**src/rtl/pvt_measure_scheduler.sv**
```systemverilog
// Round-robin PVT oscillator frequency sampler: settle, count synchronized edges over a fixed window, report.
// Result valid SETTLE_CYCLES+WINDOW_CYCLES cycles after selection; REPORT holds all fields until result_ready.
module pvt_measure_scheduler #(
  parameter int NUM_SRC       = 4,
  parameter int SRC_W         = 2,
  parameter int CNT_W         = 16,
  parameter int WINDOW_CYCLES = 1024,
  parameter int SETTLE_CYCLES = 8
) (
  input  logic               clk_in,
  input  logic               rst,
  input  logic [NUM_SRC-1:0] src_in,
  input  logic [NUM_SRC-1:0] src_en,
  input  logic               start,
  input  logic               continuous,
  output logic [SRC_W-1:0]   sel,
  output logic               div_rst_n,
  output logic               busy,
  output logic               result_valid,
  input  logic               result_ready,
  output logic [CNT_W-1:0]   result_count,
  output logic [SRC_W-1:0]   result_src,
  output logic               result_ovf
);

  localparam int MAX_CYC = (WINDOW_CYCLES > SETTLE_CYCLES) ? WINDOW_CYCLES : SETTLE_CYCLES;
  localparam int TMR_W   = $clog2(MAX_CYC + 1);

  localparam logic [TMR_W-1:0] SETTLE_LAST = TMR_W'(SETTLE_CYCLES - 1);
  localparam logic [TMR_W-1:0] WINDOW_LAST = TMR_W'(WINDOW_CYCLES - 1);

  typedef enum logic [1:0] {
    IDLE   = 2'd0,
    SETTLE = 2'd1,
    COUNT  = 2'd2,
    REPORT = 2'd3
  } state_t;

  state_t             state_q, state_d;
  logic [SRC_W-1:0]   sel_q, sel_d;
  logic [TMR_W-1:0]   tmr_q, tmr_d;
  logic [CNT_W-1:0]   cnt_q, cnt_d;
  logic               ovf_q, ovf_d;
  logic [2:0]         sync_q, sync_d;
  logic [CNT_W-1:0]   res_cnt_q, res_cnt_d;
  logic [SRC_W-1:0]   res_src_q, res_src_d;
  logic               res_ovf_q, res_ovf_d;

  logic               edge_pulse;
  logic [CNT_W-1:0]   cnt_nxt;
  logic               ovf_nxt;
  logic [SRC_W:0]     pick_low;
  logic [SRC_W:0]     pick_up;

  // Returns {found, index} of the lowest set mask bit at or above base.
  function automatic logic [SRC_W:0] pick_src(input logic [NUM_SRC-1:0] mask, input int base);
    logic [SRC_W:0] r;
    r = '0;
    for (int i = NUM_SRC - 1; i >= 0; i--) begin
      if (mask[i] && (i >= base)) begin
        r = {1'b1, SRC_W'(i)};
      end
    end
    return r;
  endfunction

  assign pick_low = pick_src(src_en, 0);
  assign pick_up  = pick_src(src_en, int'(sel_q) + 1);

  // The chain keeps shifting in SETTLE so the previous source drains out before COUNT.
  assign sync_d     = {sync_q[1:0], src_in[sel_q]};
  assign edge_pulse = sync_q[1] & ~sync_q[2];

  always_comb begin
    cnt_nxt = cnt_q;
    ovf_nxt = ovf_q;
    if (edge_pulse) begin
      if (cnt_q == '1) begin
        ovf_nxt = 1'b1;
      end else begin
        cnt_nxt = cnt_q + CNT_W'(1);
      end
    end
  end

  always_ff @(posedge clk_in) begin
    if (rst) begin
      state_q   <= IDLE;
      sel_q     <= '0;
      tmr_q     <= '0;
      cnt_q     <= '0;
      ovf_q     <= 1'b0;
      sync_q    <= '0;
      res_cnt_q <= '0;
      res_src_q <= '0;
      res_ovf_q <= 1'b0;
    end else begin
      state_q   <= state_d;
      sel_q     <= sel_d;
      tmr_q     <= tmr_d;
      cnt_q     <= cnt_d;
      ovf_q     <= ovf_d;
      sync_q    <= sync_d;
      res_cnt_q <= res_cnt_d;
      res_src_q <= res_src_d;
      res_ovf_q <= res_ovf_d;
    end
  end

  always_comb begin
    state_d   = state_q;
    sel_d     = sel_q;
    tmr_d     = tmr_q;
    cnt_d     = cnt_q;
    ovf_d     = ovf_q;
    res_cnt_d = res_cnt_q;
    res_src_d = res_src_q;
    res_ovf_d = res_ovf_q;
    case (state_q)
      IDLE: begin
        if (start && pick_low[SRC_W]) begin
          state_d = SETTLE;
          sel_d   = pick_low[SRC_W-1:0];
          tmr_d   = '0;
        end
      end
      SETTLE: begin
        if (tmr_q == SETTLE_LAST) begin
          state_d = COUNT;
          tmr_d   = '0;
          cnt_d   = '0;
          ovf_d   = 1'b0;
        end else begin
          tmr_d = tmr_q + TMR_W'(1);
        end
      end
      COUNT: begin
        cnt_d = cnt_nxt;
        ovf_d = ovf_nxt;
        if (tmr_q == WINDOW_LAST) begin
          state_d   = REPORT;
          tmr_d     = '0;
          res_cnt_d = cnt_nxt;
          res_src_d = sel_q;
          res_ovf_d = ovf_nxt;
        end else begin
          tmr_d = tmr_q + TMR_W'(1);
        end
      end
      REPORT: begin
        if (result_ready) begin
          tmr_d = '0;
          if (pick_up[SRC_W]) begin
            state_d = SETTLE;
            sel_d   = pick_up[SRC_W-1:0];
          end else if (continuous && pick_low[SRC_W]) begin
            state_d = SETTLE;
            sel_d   = pick_low[SRC_W-1:0];
          end else begin
            state_d = IDLE;
          end
        end
      end
      default: state_d = IDLE;
    endcase
  end

  always_comb begin
    busy         = (state_q != IDLE);
    div_rst_n    = (state_q == COUNT);
    result_valid = (state_q == REPORT);
  end

  assign sel          = sel_q;
  assign result_count = res_cnt_q;
  assign result_src   = res_src_q;
  assign result_ovf   = res_ovf_q;

endmodule

```
**config.mk**
```make
export PLATFORM = sky130hd
export DESIGN_NAME = pvt_measure_scheduler
export DESIGN_NICKNAME = d
export VERILOG_FILES = /design/src/rtl/pvt_measure_scheduler.sv
export SDC_FILE = /design/constraint.sdc
export NUM_CORES = 1
export LEC_CHECK = 0
export ABC_AREA = 1
export CORE_UTILIZATION = 50
export DETAILED_ROUTE_END_ITERATION = 7
export GPL_TIMING_DRIVEN = 0
export PLACE_DENSITY = 0.78
export SYNTH_ARGS = -nofsm -noshare
export SYNTH_HDL_FRONTEND = slang
export SYNTH_SLANG_ARGS = --single-unit
```
**constraint.sdc**
```tcl
create_clock -name clk_in -period 1.4 [get_ports clk_in]
set_clock_uncertainty 0.05 [all_clocks]
set_input_delay 0.14 -clock clk_in [delete_from_list [all_inputs] [get_ports clk_in]]
set_output_delay 0.14 -clock clk_in [all_outputs]
set_load 0.02 [all_outputs]
```
-- Word level (Yosys, flattened, before mapping)
Cells that the tools add are included.
- register bits: 54
- bits of input ports: 13
- output and inout bits: 24
- add/sub/neg operators: 3
- $lt $le $gt $ge: 5
- eq/ne operators: 11
- multiplexer cells: 35
- bitwise gates (word level): 2
- reduce and logical (&&, ||, !) cells: 15
- operator list (cell ; number):
    two-way mux 16 bit ; 3
    two-way mux 11 bit ; 4
    case mux 11 bit (4 select lines) ; 1
    case mux 16 bit (2 select lines) ; 1
    two-way mux 3 bit ; 8
    adder 16 x 1 -> 16 bit (second input constant) ; 1
    == test 16 bit (second input constant) ; 1
    two-way mux 2 bit ; 8
    adder 11 x 1 -> 11 bit (second input constant) ; 1
    == test 11 x 10 -> 1 bit (second input constant) ; 1
    == test 11 x 3 -> 1 bit (second input constant) ; 1
    case mux 2 bit (4 select lines) ; 1
    AND reduction 4 bit ; 2
    greater-or-equal comparator 1 x 3 -> 1 bit (first input constant) ; 2
    greater-or-equal comparator 2 x 3 -> 1 bit (first input constant) ; 2
    logical AND 1 bit ; 6
    two-way mux 1 bit ; 6
    AND reduction 2 bit ; 3
    nonzero test 2 bit ; 3
    == test 2 bit (second input constant) ; 2
    != test 2 x 1 -> 1 bit (second input constant) ; 2
    != test 2 bit (second input constant) ; 2
    case mux 2 bit (2 select lines) ; 1
    adder 2 x 1 -> 3 bit (second input constant) ; 1
    8 further kinds ; 8

-- Depth between registers and ports, before layout
Gate-level depths: netlist of run 1.
- depth in word-level cells: 10
- depth in mapped cells: 12
- depth with buffers taken out: 12

-- Worst setup path before layout of run 1
Ideal clock, no wire load.
- path type: register -> register
- start: register state_q[0]
- end: register cnt_q[10]
- library setup time: 69 ps
- arrival time: 1505 ps
- data required time: 1281 ps
- setup slack: -225 ps
- stages on the path, launching flop included: 7
- buffers on the path: 1
- clock period less this slack: 1625 ps
- cells stage by stage: dfxtp_1 > inv_1 > ha_1 > o21ai_2 > buf_2 > nand2_1 > a21oi_2
- word-level cells in the longest chain between the ends: 3
- elaborated cells between the ends (all ways): 6
- those cells by class: eq/ne: 3; mux: 1; reduce/logical: 2
- ends and longest elaborated chain (what ; line ; source):
    start: declaration ; 39 ; state_t state_q, state_d;
    start signal: assignment ; 98 ; state_q <= state_d;
    == test 2 bit * ; -- ;
    named net div_rst_n ; 17 ; output logic div_rst_n,
    nonzero test 2 bit (no source line) ; -- ;
    AND reduction 2 bit (no source line) ; -- ;
    end signal: assignment ; 101 ; cnt_q <= cnt_d;
    end: declaration ; 42 ; logic [CNT_W-1:0] cnt_q, cnt_d;
Mark *: on every way through the listed nets, which the timed path passes. The rest lies on a longest branch.
A chain may end at the register's enable or synchronous reset.

-- Worst setup path after layout of run 1
- start: register tmr_q[0]
- end: register cnt_q[5]
- word-level cells in the longest chain between the ends: 3
- ends and longest elaborated chain (what ; line ; source):
    start: declaration ; 41 ; logic [TMR_W-1:0] tmr_q, tmr_d;
    start signal: assignment ; 100 ; tmr_q <= tmr_d;
    == test 11 x 3 -> 1 bit ; 128 ; if (tmr_q == SETTLE_LAST) begin
    != test 2 bit (no source line) ; -- ;
    AND reduction 2 bit (no source line) ; -- ;
Every way passes these cells.

==> impl_metrics.py, run 1 <==
metrics = {
    "outcome": {
        "outcome": "complete, but fails checks",
        "violations": "setup timing",
    },
    "setup_path": {
        "worstSetupStartpointType": "register",
        "slowest_delay_ps": 380,
        "reg2reg_from": "tmr_q[0]",
        "cp-startpoint": "tmr_q[0]",
        "worstSetupPathType": "register to register",
        "crit_chain": "ha_4 > nand2_4 > clkinv_4 > nand3_4 > o21ai_4 > inv_4 > nor2_8 > buf_12 > nand3_1 > a21oi_1",
        "cp_max_fo": 6,
        "cp_slowest_cell": "dfxtp_4",
        "worstPathArrival_ps": 1930,
        "critPathRequiredTime_ps": 1580,
        "critPathCaptureType": "register",
    },
    "power": {
        "internal_power_mw": 2.97,
        "power_density_nw_per_um2": 1040,
        "total_power_mw": 4.99,
        "ir_drop_uv": 716,
        "p_clk_share_pct": 19.1,
        "swShare_pct": 40.5,
        "pwr-share-seq_pct": 34.4,
        "combPwrFrac_pct": 46.4,
        "p_leak_nw": 1.98,
        "p_sw_mw": 2.02,
    },
    "hold_path": {
        "hold_start": "rst",
        "min_path_type": "input port to register",
    },
    "synthesis": {
        "synth_warnings": 0,
        "yosysSeqAreaShare_pct": 34.3,
        "ys_ff_latch": 54,
        "synth_area_um2": 3150,
        "yosys-top-cells-area": "dfxtp_1 (34%), nand2_1 (15%), inv_1 (6.9%)",
        "avgSynthCellArea_um2": 6.72,
        "synth_nets": 489,
        "synthCells": 469,
        "synth.distinct_cells": 37,
        "post-synth-top-area-cell": "dfxtp_1",
        "yosys.area.top_type_share_pct": 34.3,
    },
    "grt": {
        "use_met3_pct": 4.16,
        "antenna_found_initial": 0,
        "grt_usage_pct": 28.2,
        "grt-ovfl-total": 0,
        "grt_max_degree": 19,
        "use_met1_pct": 35.7,
        "grt_first_pass_wirelength_um": 14300,
        "met2_usage_pct": 48.0,
        "busiest_layer": "met2",
        "grt_pass1_vias": 3167,
    },
    "sta": {
        "period_share_pct": 125,
        "tns_ps": -9900,
        "hold_viol_final": 0,
        "rsz0062_at_grt": "yes",
        "worstMarginPinSlew_ps": 781,
        "max_freq_mhz": 572,
        "setup_viol": 52,
        "drv_slew": 0,
        "fin_crit_ps": 1750,
        "max-slew-margin-rel_pct": 47.9,
        "postLayoutSetupSlackWorst_ps": -347,
    },
    "clock_network": {
        "cts_tree": "yes",
        "cts_max_level": 2,
        "cts_buffers": 5,
        "cts_sinks": 54,
        "clockRootBuffer": "clkbuf_8",
        "clk_path_buf_depth": 2,
        "cts_hold_buf": 0,
        "insertion_delay_ps": 330,
        "path_clk_slew_ps": 120,
    },
    "place": {
        "pre_cts_ws_ps": -444,
        "dp_hpwl_um": 5650,
        "io_buffers": 35,
        "place.gp.congestion": 0.879,
        "dp_cells": 579,
    },
    "route": {
        "drc_errors": 0,
        "drt_pass1_iterations": 5,
        "drtIter0Drc": 263,
        "wirelength_um": 10500,
        "wl_per_cell_um": 17.0,
        "vias": 3545,
        "avgViaCountPerCell": 5.71,
        "drt.antenna.violating_nets": 0,
    },
    "floorplanning": {
        "die-area_um2": 6630,
        "initial_utilization_pct": 52.6,
        "ioPinCount": 37,
        "dieHeight_um": 81.4,
        "dieWidth_um": 81.4,
        "rows": 28,
        "coreArea_um2": 5990,
    },
    "finish": {
        "n_antenna_cell": 0,
        "instances_no_fill": 621,
        "syn_to_final_growth_pct": 52.7,
        "fillers": 355,
        "num-nets-final": 565,
        "final_layout_size_suffix_gt1_share_pct": 44.5,
    },
    "job": {
        "max_cap_violations": 0,
    },
}
[what timing repair did]
item,CTS,global route
resized for setup,138,128
pin swaps,22,43
setup endpoints to repair,75,54
gates cloned,5,0
hold endpoints to repair,0,0
buffers inserted,19,12
[state kept, by name, summed over array words and instances, names as in the netlist]
register,cells
state_q,2
cnt_q,16
sync_q,3
ovf_q,1
tmr_q,11
sel,2
result_ovf,1
result_src,2
result_count,16
[worst paths after layout]
path	to	slack (ps)	cells after the start
setup / recovery	cnt_q[5]	-350	10
hold / removal	sync_q[0]	200	2
setup reg to reg	cnt_q[5]	-350	10
hold reg to reg	sync_q[1]	370	2
[cell families (layout without fill, tap and decap cells)]
logic type / after synthesis / after routing / share of synthesized area, %
fa+ha+maj: 7 / 7 / 2.78
flops: 54 / 54 / 34.3
xor+xnor: 3 / 3 / 0.834
buf+inv: 75 / 152 / 10.3
simple gates: 251 / 251 / 36.7
compound gates: 79 / 79 / 15.1
[cell type report]
cell class              count  area, um2  area share, %
flip-flops and latches     54       1120           23.3
clock inverters             3       25.0          0.520
clock buffers               5       68.8           1.43
well taps                  75       93.8           1.95
repair buffers             70        699           14.5
inverters                  63        263           5.46
plain buffers              11        103           2.13
multi-input cells         340       2440           50.7
[worst max-delay path, delay by kind of cell (launching register included)]
kind | cells | cell delay (ps)
and+or+nand+nor | 4 | 370
AOI/OAI and AO/OA | 2 | 420
DFF | 1 | 380
buffers and inverters | 3 | 290
adders and majority gates | 1 | 150
[power by group through the flow]
stage | logic (mW) | clock network [mW] | registers, mW
3_5_place_dp | 1.33 | 0 | 1.73
5_1_grt | 2.47 | 1.01 | 1.73
6_report | 2.32 | 0.955 | 1.72
4_1_cts | 1.82 | 0.941 | 1.70
2_1_floorplan | 0.963 | 0 | 1.74
3_3_place_gp | 1.32 | 0 | 1.73
[through the flow]
step	util, %	hold WS [ps]	area, um2
after detailed placement	61.3	351	3670
final	80.3	198	4810
after global routing	80.3	214	4810
after floorplan	-	276	3230
after CTS	72.0	190	4310
after global placement	61.3	352	3670
[cells in the mapped netlist]
| cell | number |
|---|---|
| dfxtp_1 | 54 |
| nand3b_1 | 1 |
| buf_2 | 2 |
| o21bai_1 | 2 |
| nand2_1 | 122 |
| o21ai_4 | 1 |
| nor3_1 | 1 |
| xor2_1 | 3 |
| inv_4 | 1 |
| nor2_2 | 4 |
| a21boi_2 | 1 |
| nor2_4 | 4 |
| inv_2 | 2 |
| a21boi_0 | 1 |
| buf_12 | 1 |
| o21ai_0 | 27 |
| nand2_2 | 10 |
| o21ai_2 | 2 |
| or2_2 | 1 |
| a31oi_1 | 2 |
| nor2_1 | 58 |
| nand4_1 | 5 |
| nand4_4 | 1 |
| buf_6 | 1 |
| ha_1 | 7 |
| o21ai_1 | 6 |
| buf_4 | 3 |
| a21o_1 | 5 |
| inv_1 | 58 |
| nand3_1 | 34 |
| nand3_2 | 8 |
| nor4_1 | 1 |
| clkbuf_1 | 5 |
| a21oi_1 | 23 |
| a21oi_2 | 9 |
| clkinv_2 | 2 |
| nor2_8 | 1 |
[layout by cell type (no fill, tap or decap), drive strengths merged, types with 6 or more instances in the layout]
cell type,count
nand2,132
nor2,67
inv,61
dfxtp,54
buf,44
nand3,42
o21ai,36
a21oi,32
dlygate4sd2,21
clkdlybuf4s50,11
clkbuf,10
ha,7
nand4,6
[routing by layer]
layer | up-vias | wire length, um
met3 | 39 | 727
met1 | 1677 | 4350
met2 | 181 | 5130
met4 | 0 | 325
li1 | 1648 | -
met5 | - | 0
(Power assumes the default switching activity.)
==> run 2: changes to the inputs <==
CORE_MARGIN = 5   (was default)
==> impl_metrics.py, run 2 (same netlist as run 1, synthesis figures left out) <==
metrics = {
    "grt": {
        "grt_max_degree": 18,
        "grt_pass1_vias": 3427,
        "grt_first_pass_wirelength_um": 15900,
        "grt-ovfl-total": 0,
        "grt_usage_pct": 25.1,
        "antenna_found_initial": 0,
    },
    "setup_path": {
        "critPathCaptureType": "register",
        "path_common_cell": "nand2_2",
        "slowest_delay_ps": 390,
        "worstSetupStartpointType": "register",
        "cp_slowest_cell": "dfxtp_4",
        "crit_chain": "ha_4 > nand2_4 > nor2_4 > nand4_1 > buf_6 > nand2_2 > nand2_2 > nand2_2 > a21o_1 > inv_1",
        "worstSetupPathType": "register to register",
        "cp_max_fo": 5,
        "critPathRequiredTime_ps": 1580,
        "worstPathArrival_ps": 2100,
    },
    "sta": {
        "postLayoutSetupSlackWorst_ps": -515,
        "drv_slew": 0,
        "period_share_pct": 137,
        "setup_viol": 52,
        "fin_crit_ps": 1920,
        "hold_viol_final": 0,
        "rsz0062_at_grt": "yes",
        "max-slew-margin-rel_pct": 44.1,
        "worstMarginPinSlew_ps": 839,
        "max_freq_mhz": 522,
    },
    "power": {
        "p_leak_nw": 2.03,
        "power_density_nw_per_um2": 1070,
        "swShare_pct": 40.4,
        "p_sw_mw": 2.15,
        "internal_power_mw": 3.17,
        "p_clk_share_pct": 21.3,
        "combPwrFrac_pct": 46.1,
        "ir_drop_uv": 1060,
        "pwr-share-seq_pct": 32.6,
        "total_power_mw": 5.31,
    },
    "finish": {
        "multi_input_area_um2": 2520,
        "num-nets-final": 571,
        "design_area_um2": 4970,
        "final_layout_size_suffix_gt1_share_pct": 50.0,
        "syn_to_final_growth_pct": 57.8,
        "n_antenna_cell": 0,
        "layout_common_cells": "nand2_1 (70), inv_1 (52), nand2_2 (47)",
        "regArea_um2": 1130,
        "mostFrequentLayoutCell": "nand2_1",
        "instances_no_fill": 629,
        "fillers": 349,
    },
    "clock_network": {
        "clockRootBuffer": "clkbuf_8",
        "path_clk_slew_ps": 110,
        "clk_path_buf_depth": 2,
        "cts_tree": "yes",
        "insertion_delay_ps": 340,
        "cts_max_level": 2,
        "cts_sinks": 54,
        "cts_buffers": 5,
        "cts_hold_buf": 0,
    },
    "outcome": {
        "violations": "setup timing",
        "outcome": "complete, but fails checks",
    },
    "route": {
        "wl_per_cell_um": 21.0,
        "drt_pass1_iterations": 5,
        "avgViaCountPerCell": 6.11,
        "drc_errors": 0,
        "vias": 3846,
        "wirelength_um": 13200,
        "drtIter0Drc": 314,
        "drt.antenna.violating_nets": 0,
    },
    "place": {
        "place_area_um2": 3670,
        "pre_cts_ws_ps": -409,
        "dp_cells": 581,
        "io_buffers": 35,
        "place.gp.congestion": 0.885,
        "dp_hpwl_um": 5700,
    },
    "job": {
        "max_cap_violations": 0,
    },
    "floorplanning": {
        "dieWidth_um": 89.4,
        "rows": 29,
        "initial_utilization_pct": 50.5,
        "dieHeight_um": 89.4,
        "ioPinCount": 37,
        "coreArea_um2": 6240,
        "die-area_um2": 7990,
    },
    "hold_path": {
        "min_path_type": "input port to register",
    },
}
## run 2: cell count changes in the layout (fill, tap and decap cells not counted), moves of 4 or more
| cell | delta |
|---|---|
| nor2_4 | +6 |
| o21ai_0 | -5 |
| a21oi_1 | -4 |
| o21ai_2 | +10 |
| a21oi_2 | +4 |
| nand2_2 | +5 |
| o21ai_1 | -5 |
| nor2_1 | -4 |
| buf_4 | +8 |
## run 2: final cells by class
cell class / count / area share (%)
clock buffer: 5 / 1.38
timing repair buffer: 76 / 14.9
tap: 77 / 1.94
sequential: 54 / 22.8
multi-input combinational: 340 / 50.8
clock inverter: 3 / 0.906
buffer: 11 / 2.01
inverter: 63 / 5.31
## run 2: critical path: cells and delay by family, from the launching register on
family	cells	cell delay, ps
buf+inv	2	290
compound gates	1	130
flops	1	390
fa+ha+maj	1	160
simple gates	6	780
## run 2: worst paths after layout
check                           startpoint         endpoint  slack [ps]  cells past startpoint
worst min register to register   sync_q[0]        sync_q[1]         380                      2
worst min-delay path                   rst        sync_q[0]         210                      2
worst max register to register    cnt_q[0]  result_count[9]        -520                     10
worst max-delay path              cnt_q[0]  result_count[9]        -520                     10
## run 2: power by group through the flow
| stage | registers [mW] | logic [mW] | clock network [mW] |
|---|---|---|---|
| after floorplan | 1.74 | 0.963 | 0 |
| after global placement | 1.73 | 1.32 | 0 |
| after detailed placement | 1.74 | 1.34 | 0 |
| after CTS | 1.71 | 1.85 | 1.11 |
| after global routing | 1.74 | 2.54 | 1.18 |
| final | 1.73 | 2.45 | 1.13 |
## run 2: per-stage QoR
| step | hold WS [ps] | util (%) | setup TNS, ps |
|---|---|---|---|
| after floorplan | 276 | - | -1630 |
| after global placement | 353 | 58.9 | -12040 |
| after detailed placement | 362 | 58.9 | -13340 |
| after CTS | 187 | 70.1 | -8070 |
| after global routing | 235 | 79.7 | -17430 |
| final | 206 | 79.7 | -15970 |
## run 2: per-layer routing
metal  track usage [%]  part of all wire, %  vias up
met2              44.8                   48      273
li1                  -                    -     1660
met1              30.2                   36     1812
met5                 0                    0        -
met4              9.34                  6.5        0
met3              4.06                  9.2      101
## run 2: timing repair
action / in CTS / in global routing
resized for setup: 148 / 161
cloned: 5 / 0
buffers inserted: 22 / 17
pin swaps: 28 / 46
endpoints found under the setup margin: 75 / 54
==> run 3: changes to the inputs <==
CORE_UTILIZATION = 45   (was 50)
PLACE_DENSITY = default   (was 0.78)
PLACE_DENSITY_LB_ADDON = 0.1   (was default)
==> impl_metrics.py, run 3 (same netlist as run 1, synthesis figures left out) <==
metrics = {
    "outcome": {
        "outcome": "complete, but fails checks",
        "violations": "setup timing",
    },
    "route": {
        "drt_pass1_iterations": 4,
        "avgViaCountPerCell": 5.07,
        "drtIter0Drc": 121,
        "vias": 3242,
        "wl_per_cell_um": 13.9,
        "drc_errors": 0,
        "wirelength_um": 8890,
        "drt.antenna.violating_nets": 0,
    },
    "clock_network": {
        "insertion_delay_ps": 310,
        "clockRootBuffer": "clkbuf_8",
        "clk_path_buf_depth": 2,
        "cts_tree": "yes",
        "cts_max_level": 2,
        "path_clk_slew_ps": 100,
        "cts_sinks": 54,
        "cts_buffers": 5,
        "cts_hold_buf": 0,
    },
    "finish": {
        "n_antenna_cell": 0,
        "utilization_pct": 67.8,
        "mostFrequentLayoutCell": "nand2_1",
        "final_layout_size_suffix_gt1_share_pct": 35.9,
        "instances_no_fill": 639,
        "layout_common_cells": "nand2_1 (106), inv_1 (53), dfxtp_1 (41)",
        "num-nets-final": 563,
        "syn_to_final_growth_pct": 46.1,
    },
    "power": {
        "swShare_pct": 36.7,
        "ir_drop_uv": 478,
        "internal_power_mw": 3.12,
        "p_leak_nw": 1.92,
        "pwr-share-seq_pct": 35.0,
        "p_sw_mw": 1.81,
        "power_density_nw_per_um2": 1070,
        "combPwrFrac_pct": 43.0,
        "p_clk_share_pct": 22.0,
    },
    "floorplanning": {
        "dieHeight_um": 93.7,
        "rows": 30,
        "dieWidth_um": 93.7,
        "die-area_um2": 8780,
        "coreArea_um2": 6790,
        "initial_utilization_pct": 46.4,
        "ioPinCount": 37,
    },
    "place": {
        "pre_cts_ws_ps": -445,
        "dp_cells": 600,
        "io_buffers": 35,
        "dp_hpwl_um": 5800,
        "place.gp.congestion": 0.863,
    },
    "setup_path": {
        "cp_max_fo": 5,
        "critPathRequiredTime_ps": 1510,
        "crit_family": "buffers and inverters",
        "worstSetupStartpointType": "register",
        "slowest_delay_ps": 370,
        "critPathCaptureType": "register",
        "worstSetupPathType": "register to register",
        "crit_chain": "ha_4 > nand2_4 > clkinv_4 > nand3_4 > o21ai_4 > buf_4 > o21ai_4 > buf_4 > nand2_1 > a21oi_2",
        "worstPathArrival_ps": 1780,
        "critPathBufInv": 3,
        "cp_slowest_cell": "dfxtp_4",
    },
    "grt": {
        "grt_pass1_vias": 3057,
        "grt_first_pass_wirelength_um": 14300,
        "grt-ovfl-total": 0,
        "grt_max_degree": 16,
        "grt_usage_pct": 20.3,
        "antenna_found_initial": 0,
    },
    "sta": {
        "hold_viol_final": 0,
        "max-slew-margin-rel_pct": 48.6,
        "worstMarginPinSlew_ps": 771,
        "period_share_pct": 119,
        "rsz0062_at_grt": "yes",
        "postLayoutSetupSlackWorst_ps": -268,
        "hold_ws_ps": 172,
        "max_freq_mhz": 600,
        "fin_crit_ps": 1670,
        "setup_viol": 49,
        "drv_slew": 0,
    },
    "hold_path": {
        "min_path_type": "input port to register",
    },
    "job": {
        "max_cap_violations": 0,
    },
}
## run 3: cell types whose count changed in the layout (fill, tap and decap cells not counted), moves of 8 or more
cell     change
dfxtp_1     +10
nand2_2     -29
nand2_1     +36
nand3_1      +8
nor2_4      -11
nand2_4      -8
nor2_1       +9
## run 3: worst paths after layout
| check | from | endpoint | slack, ps | cells past startpoint |
|---|---|---|---|---|
| worst min register to register | sync_q[0] | sync_q[1] | 380 | 2 |
| worst max register to register | tmr_q[0] | cnt_q[1] | -270 | 10 |
| worst max-delay path | tmr_q[0] | cnt_q[1] | -270 | 10 |
| worst min-delay path | rst | sync_q[0] | 170 | 2 |
## run 3: cell type report
class / count / area (um2)
buffer: 12 / 115
clock buffer: 6 / 82.6
clock inverter: 1 / 30.0
fill: 544 / 2190
inverter: 63 / 259
multi-input combinational: 340 / 2230
sequential: 54 / 1110
tap: 96 / 120
timing repair buffer: 67 / 663
## run 3: power groups by stage
stage | sequential, mW | clock (mW) | combinational [mW]
after detailed placement | 1.74 | 0 | 1.35
after CTS | 1.71 | 1.12 | 1.71
final | 1.73 | 1.09 | 2.12
after global placement | 1.73 | 0 | 1.35
after global routing | 1.74 | 1.18 | 2.28
after floorplan | 1.74 | 0 | 0.963
## run 3: what timing repair did
action,4_1_cts,5_1_grt
setup endpoints to repair,75,54
gates resized for setup,129,71
buffers inserted,14,15
cloned,3,1
pin swaps,22,25
## run 3: metrics by stage
stage	area, um2	power [mW]	setup TNS (ps)
4_1_cts	4260	4.54	-8610
3_5_place_dp	3700	3.09	-14060
2_1_floorplan	3230	2.71	-1630
6_report	4610	4.93	-8800
5_1_grt	4610	5.20	-12730
3_3_place_gp	3700	3.08	-13030
## run 3: routing by layer
metal	global-route usage [%]	up-vias	routed length [um]
met5	0	-	0
li1	-	1640	-
met1	24.9	1510	3820
met2	35.9	81	4540
met4	6.62	0	118
met3	3.37	11	399
